### config.mk
export PLATFORM = sky130hd
export DESIGN_NAME = iir_filter
export DESIGN_NICKNAME = d
export VERILOG_FILES = /design/src/rtl/iir_filter_pkg.sv /design/src/rtl/baugh_wooley_mult.sv /design/src/rtl/iir_filter.sv
export SDC_FILE = /design/constraint.sdc
export NUM_CORES = 1
export LEC_CHECK = 0
export CAP_MARGIN = 20
export CORE_AREA = 2 2 39 41
export CTS_CLUSTER_SIZE = 14
export DETAILED_ROUTE_END_ITERATION = 8
export DIE_AREA = 0 0 41 43
export GPL_TIMING_DRIVEN = 0
export PLACE_DENSITY = 0.79
export SETUP_SLACK_MARGIN = 0.02
export SLEW_MARGIN = 10
export SYNTH_ARGS = -nofsm -noshare
export SYNTH_HDL_FRONTEND = slang
export SYNTH_SLANG_ARGS = --single-unit
### constraint.sdc
create_clock -name clk -period 3.6 [get_ports clk]
set_clock_uncertainty 0.2 [all_clocks]
set_input_delay 0.72 -clock clk [delete_from_list [all_inputs] [get_ports clk]]
set_output_delay 0.72 -clock clk [all_outputs]
set_load 0.05 [all_outputs]
### src/rtl/iir_filter_pkg.sv
// Shared widths and output saturation helper for the first-order IIR stage.
package iir_filter_pkg;

   localparam int X_W    = 4;
   localparam int Y_W    = 7;
   localparam int OP_W   = 8;
   localparam int PROD_W = 16;
   localparam int ACC_W  = 18;

   localparam int Y_MIN = 0;
   localparam int Y_MAX = 127;

   // Clamp a signed accumulator result into the unsigned output range.
   function automatic logic [Y_W-1:0] sat_y(input logic signed [ACC_W-1:0] s);
      logic signed [ACC_W-1:0] lo;
      logic signed [ACC_W-1:0] hi;
      lo = ACC_W'(Y_MIN);
      hi = ACC_W'(Y_MAX);
      if (s < lo)
         sat_y = Y_W'(Y_MIN);
      else if (s > hi)
         sat_y = Y_W'(Y_MAX);
      else
         sat_y = s[Y_W-1:0];
   endfunction

endpackage

### src/rtl/baugh_wooley_mult.sv
// Combinational NxN signed multiplier using the modified Baugh-Wooley array:
// partial products that involve exactly one sign bit are inverted, and the
// constant correction terms 2^N and 2^(2N-1) are added; the sum is taken
// modulo 2^(2N), which yields the two's-complement product.
module baugh_wooley_mult #(
   parameter int N = 8
) (
   input  logic [N-1:0]   a,
   input  logic [N-1:0]   b,
   output logic [2*N-1:0] p
);

   localparam int PW = 2 * N;

   // Sum the weighted partial-product bits plus the correction constants.
   always_comb begin
      logic [PW-1:0] sum;
      logic          pp;
      sum = (PW'(1) << N) + (PW'(1) << (PW - 1));
      pp  = 1'b0;
      for (int i = 0; i < N; i++) begin
         for (int j = 0; j < N; j++) begin
            pp = a[i] & b[j];
            if ((i == N - 1) != (j == N - 1))
               pp = ~pp;
            sum = sum + (PW'(pp) << (i + j));
         end
      end
      p = sum;
   end

endmodule

### src/rtl/iir_filter.sv
// First-order direct-form-I IIR smoothing stage:
//   y[n] = sat((B0*x[n] + B1*x[n-1] + A1*y[n-1]) >>> SHIFT), registered.
module iir_filter
   import iir_filter_pkg::*;
#(
   parameter int B0    = 4,
   parameter int B1    = 4,
   parameter int A1    = 4,
   parameter int SHIFT = 3
) (
   input  logic           clk,
   input  logic           rst,
   input  logic [X_W-1:0] x_in,
   output logic [Y_W-1:0] y_out
);

   localparam logic [OP_W-1:0] B0_OP = OP_W'(B0);
   localparam logic [OP_W-1:0] B1_OP = OP_W'(B1);
   localparam logic [OP_W-1:0] A1_OP = OP_W'(A1);

   logic [X_W-1:0]           x_d;
   logic [Y_W-1:0]           y_q;
   logic [OP_W-1:0]          x_op;
   logic [OP_W-1:0]          xd_op;
   logic [OP_W-1:0]          y_op;
   logic signed [PROD_W-1:0] p0;
   logic signed [PROD_W-1:0] p1;
   logic signed [PROD_W-1:0] p2;
   logic signed [ACC_W-1:0]  acc;
   logic signed [ACC_W-1:0]  s;
   logic [Y_W-1:0]           y_next;

   assign x_op  = {{(OP_W - X_W){1'b0}}, x_in};
   assign xd_op = {{(OP_W - X_W){1'b0}}, x_d};
   assign y_op  = {{(OP_W - Y_W){1'b0}}, y_q};

   baugh_wooley_mult #(.N(OP_W)) u_mult_b0 (.a(x_op),  .b(B0_OP), .p(p0));
   baugh_wooley_mult #(.N(OP_W)) u_mult_b1 (.a(xd_op), .b(B1_OP), .p(p1));
   baugh_wooley_mult #(.N(OP_W)) u_mult_a1 (.a(y_op),  .b(A1_OP), .p(p2));

   // Sign-extend the products, accumulate, scale and clamp.
   always_comb begin
      acc    = ACC_W'(p0) + ACC_W'(p1) + ACC_W'(p2);
      s      = acc >>> SHIFT;
      y_next = sat_y(s);
   end

   // Delay-line and output registers; reset clears both history terms.
   always_ff @(posedge clk) begin
      if (rst) begin
         x_d <= '0;
         y_q <= '0;
      end else begin
         x_d <= x_in;
         y_q <= y_next;
      end
   end

   assign y_out = y_q;

endmodule

==> run summary <==
status: finished, final reports clean
required time worst endpoint: 3.56 ns
first-pass GRT wire length: 1.64 mm
GRT met3 Usage: 0.0942
layout cells sized above 1: 0.114
Final TNS setup: 0 ns
area grow syn2layout: 29.4%
htree depth: 1
ant diodes: 0
critical path peak fanout: 2
Port Buffers: 12
Synth cell types: 20
worst r2r path cells: 8
CTS tree: done
die area: 1760 µm²
Min-Delay Path Class: register to register
maximum vdd drop: 409 µV
Post-CTS Hold Buffers: 0
Horiz. Die Dim: 41 µm
Worst-Skew Late Latency: 0.27 ns
slowest CP cell: fa_1
post-route setup slack: 0.452 ns
met1 usage: 0.145
WL/cell: 10.5 µm
Post-Syn Nets: 69
Clk pin slew, worst setup/hold paths: 0.07 ns
GRT met2 Usage: 0.222
final setup fails: 0
Final #Nets: 86
ANT nets after route: 0
CP Cell Sequence: clkdlybuf4s50_1 -> inv_1 -> fa_1 -> inv_1 -> ha_1 -> fa_1 -> a21o_1 -> a21oi_2 -> mux2_4
Worst-Margin Slew: 0.494 ns
leakage: 0.331 nW
f_max: 318 MHz
sequential power share: 0.308
setup bufs post-CTS: 0
critical path type: primary input to register
vias in the first global route: 417
Starting Density: 0.409
combinational share of power: 0.525
Post-Syn Area: 566 µm²
Switching Fraction: 0.411
DP HPWL: 706 µm
CTS Root Cell: clkbuf_4
reg2reg end: y_out[4]
first drt pass iteration count: 3
DRT Wirelength: 899 µm
CP endpoint: y_out[4]
nature of the critical path startpoint: primary input
gr usage total: 0.150
Vias/cell: 4.67
dpl ws: 0.167 ns
crit path from: x_in[1]
Final Critical Period: 3.15 ns
Inserted Clock Buffers: 3
FF+latch count, synth: 11
gp weighted congestion: 0.689
Internal: 0.000304 W
gr ovfl total: 0
Vias: 402
Pwr Density: 705 nW/µm²
R2R setup slack: 1.07 ns
max_cap viols: 0
Max Slew Vio Count: 0
detailed router's first-iteration violation count: 2
reg2reg start: y_out[1]
net switching power: 0.000212 W
CTS Buffer Depth: 2
CTS resizes: 0
RSZ-0062 raised after global routing: false
grt peak-use layer: met2
Worst Setup End Kind: register
post-synthesis sequential area ratio: 0.389
Gate Count Post-Synth: 54
CORE AREA: 1380 µm²
average cell area after synthesis: 10.5 µm²
largest net degree at the start of global routing: 11
clock network power share: 0.167
CP max stage delay: 0.53 ns
DRC: 0
antenna violations before repair: 0
Data arrival, critical path: 3.11 ns
IO Count: 13
Tcrit/Tclk final: 0.874
YS warnings: 0
Final Hold Vio Count: 0
Die Span Y: 43 µm
max_slew headroom: 0.670
Cell Rows: 14
fin util: 0.529
clock sink count: 11
placed cells by master (no fill, tap or decap):
cell,n
a21oi_1,2
inv_1,7
o21bai_1,1
nand3_1,1
nand2b_1,1
nor2b_1,6
nor2_1,5
xnor2_1,1
mux2_4,1
clkbuf_1,1
ha_1,5
clkbuf_4,3
fa_1,4
a21o_1,2
or2_2,1
o22ai_1,1
a21oi_2,1
clkdlybuf4s50_1,12
dfxtp_1,11
nor3_1,1
mux2_2,1
buf_2,1
mux2i_1,1
state kept, by name, summed over array words and instances, names as in the netlist:
signal,flops
y_out,7
x_d,4
metal layers:
layer  up-vias  wire length (µm)
li1        205                 -
met1       181               349
met2        12               439
met3         4                77
met4         0                32
met5         -                 0
how the worst min path moves through the flow:
stage	startpoint	end	slack, ns	depth (start not counted)
2_1_floorplan	y_out[6]	y_out[6]	0.52	2
3_3_place_gp	y_out[6]	y_out[6]	0.28	2
3_5_place_dp	y_out[6]	y_out[6]	0.29	2
4_1_cts	y_out[6]	y_out[6]	0.30	2
5_1_grt	y_out[6]	y_out[6]	0.35	2
6_report	y_out[6]	y_out[6]	0.30	2
power by group through the flow:
stage,logic [W],clock network (W),registers [W]
2_1_floorplan,0.000129,0,0.000236
3_3_place_gp,0.000268,0,0.000161
3_5_place_dp,0.000275,0,0.000163
4_1_cts,0.000276,0.0000912,0.000160
5_1_grt,0.000304,0.0000999,0.000163
6_report,0.000271,0.0000859,0.000159
kinds of logic after synthesis:
group | share of synthesized area
compound gates | 0.0841
xor+xnor | 0.0155
fa+ha+maj | 0.252
buf+inv | 0.0553
flops | 0.389
mux | 0.0642
simple gates | 0.139
worst max-delay path, delay by kind of cell:
| family | cells | cell delay, ns |
|---|---|---|
| AO/OA/AOI/OAI | 2 | 0.36 |
| adder cells (fa/ha/maj) | 3 | 1.16 |
| buffers and inverters | 3 | 0.56 |
| multiplexers | 1 | 0.31 |
final cells by class:
| class | count | area (µm²) |
|---|---|---|
| Fill cell | 147 | 652 |
| Sequential cell | 11 | 220 |
| Clock buffer | 4 | 26.3 |
| Buffer | 1 | 5.00 |
| Tap cell | 16 | 20.0 |
| Inverter | 7 | 26.3 |
| Timing Repair Buffer | 12 | 120 |
| Multi-Input combinational cell | 35 | 314 |
metrics by stage:
stage	hold slack (ns)	instance area [µm²]	total power, W	std cells
after global routing	0.348	732	0.000566	86
after floorplan	0.517	566	0.000365	54
after detailed placement	0.290	706	0.000438	82
after CTS	0.304	732	0.000527	86
after global placement	0.285	706	0.000429	82
final	0.297	732	0.000516	86
cells in the mapped netlist, drive strengths merged:
master,n,area share
dfxtp,11,0.39
buf,1,0.0088
o21bai,1,0.013
nand2b,1,0.011
or2,1,0.011
ha,5,0.11
a21o,2,0.027
o22ai,1,0.011
nor2,5,0.033
nor3,1,0.0088
a21oi,3,0.033
nand3,1,0.0088
xnor2,1,0.015
mux2,2,0.046
fa,4,0.14
inv,7,0.046
mux2i,1,0.018
nor2b,6,0.066
No activity file was read; power rests on OpenSTA's default activity.
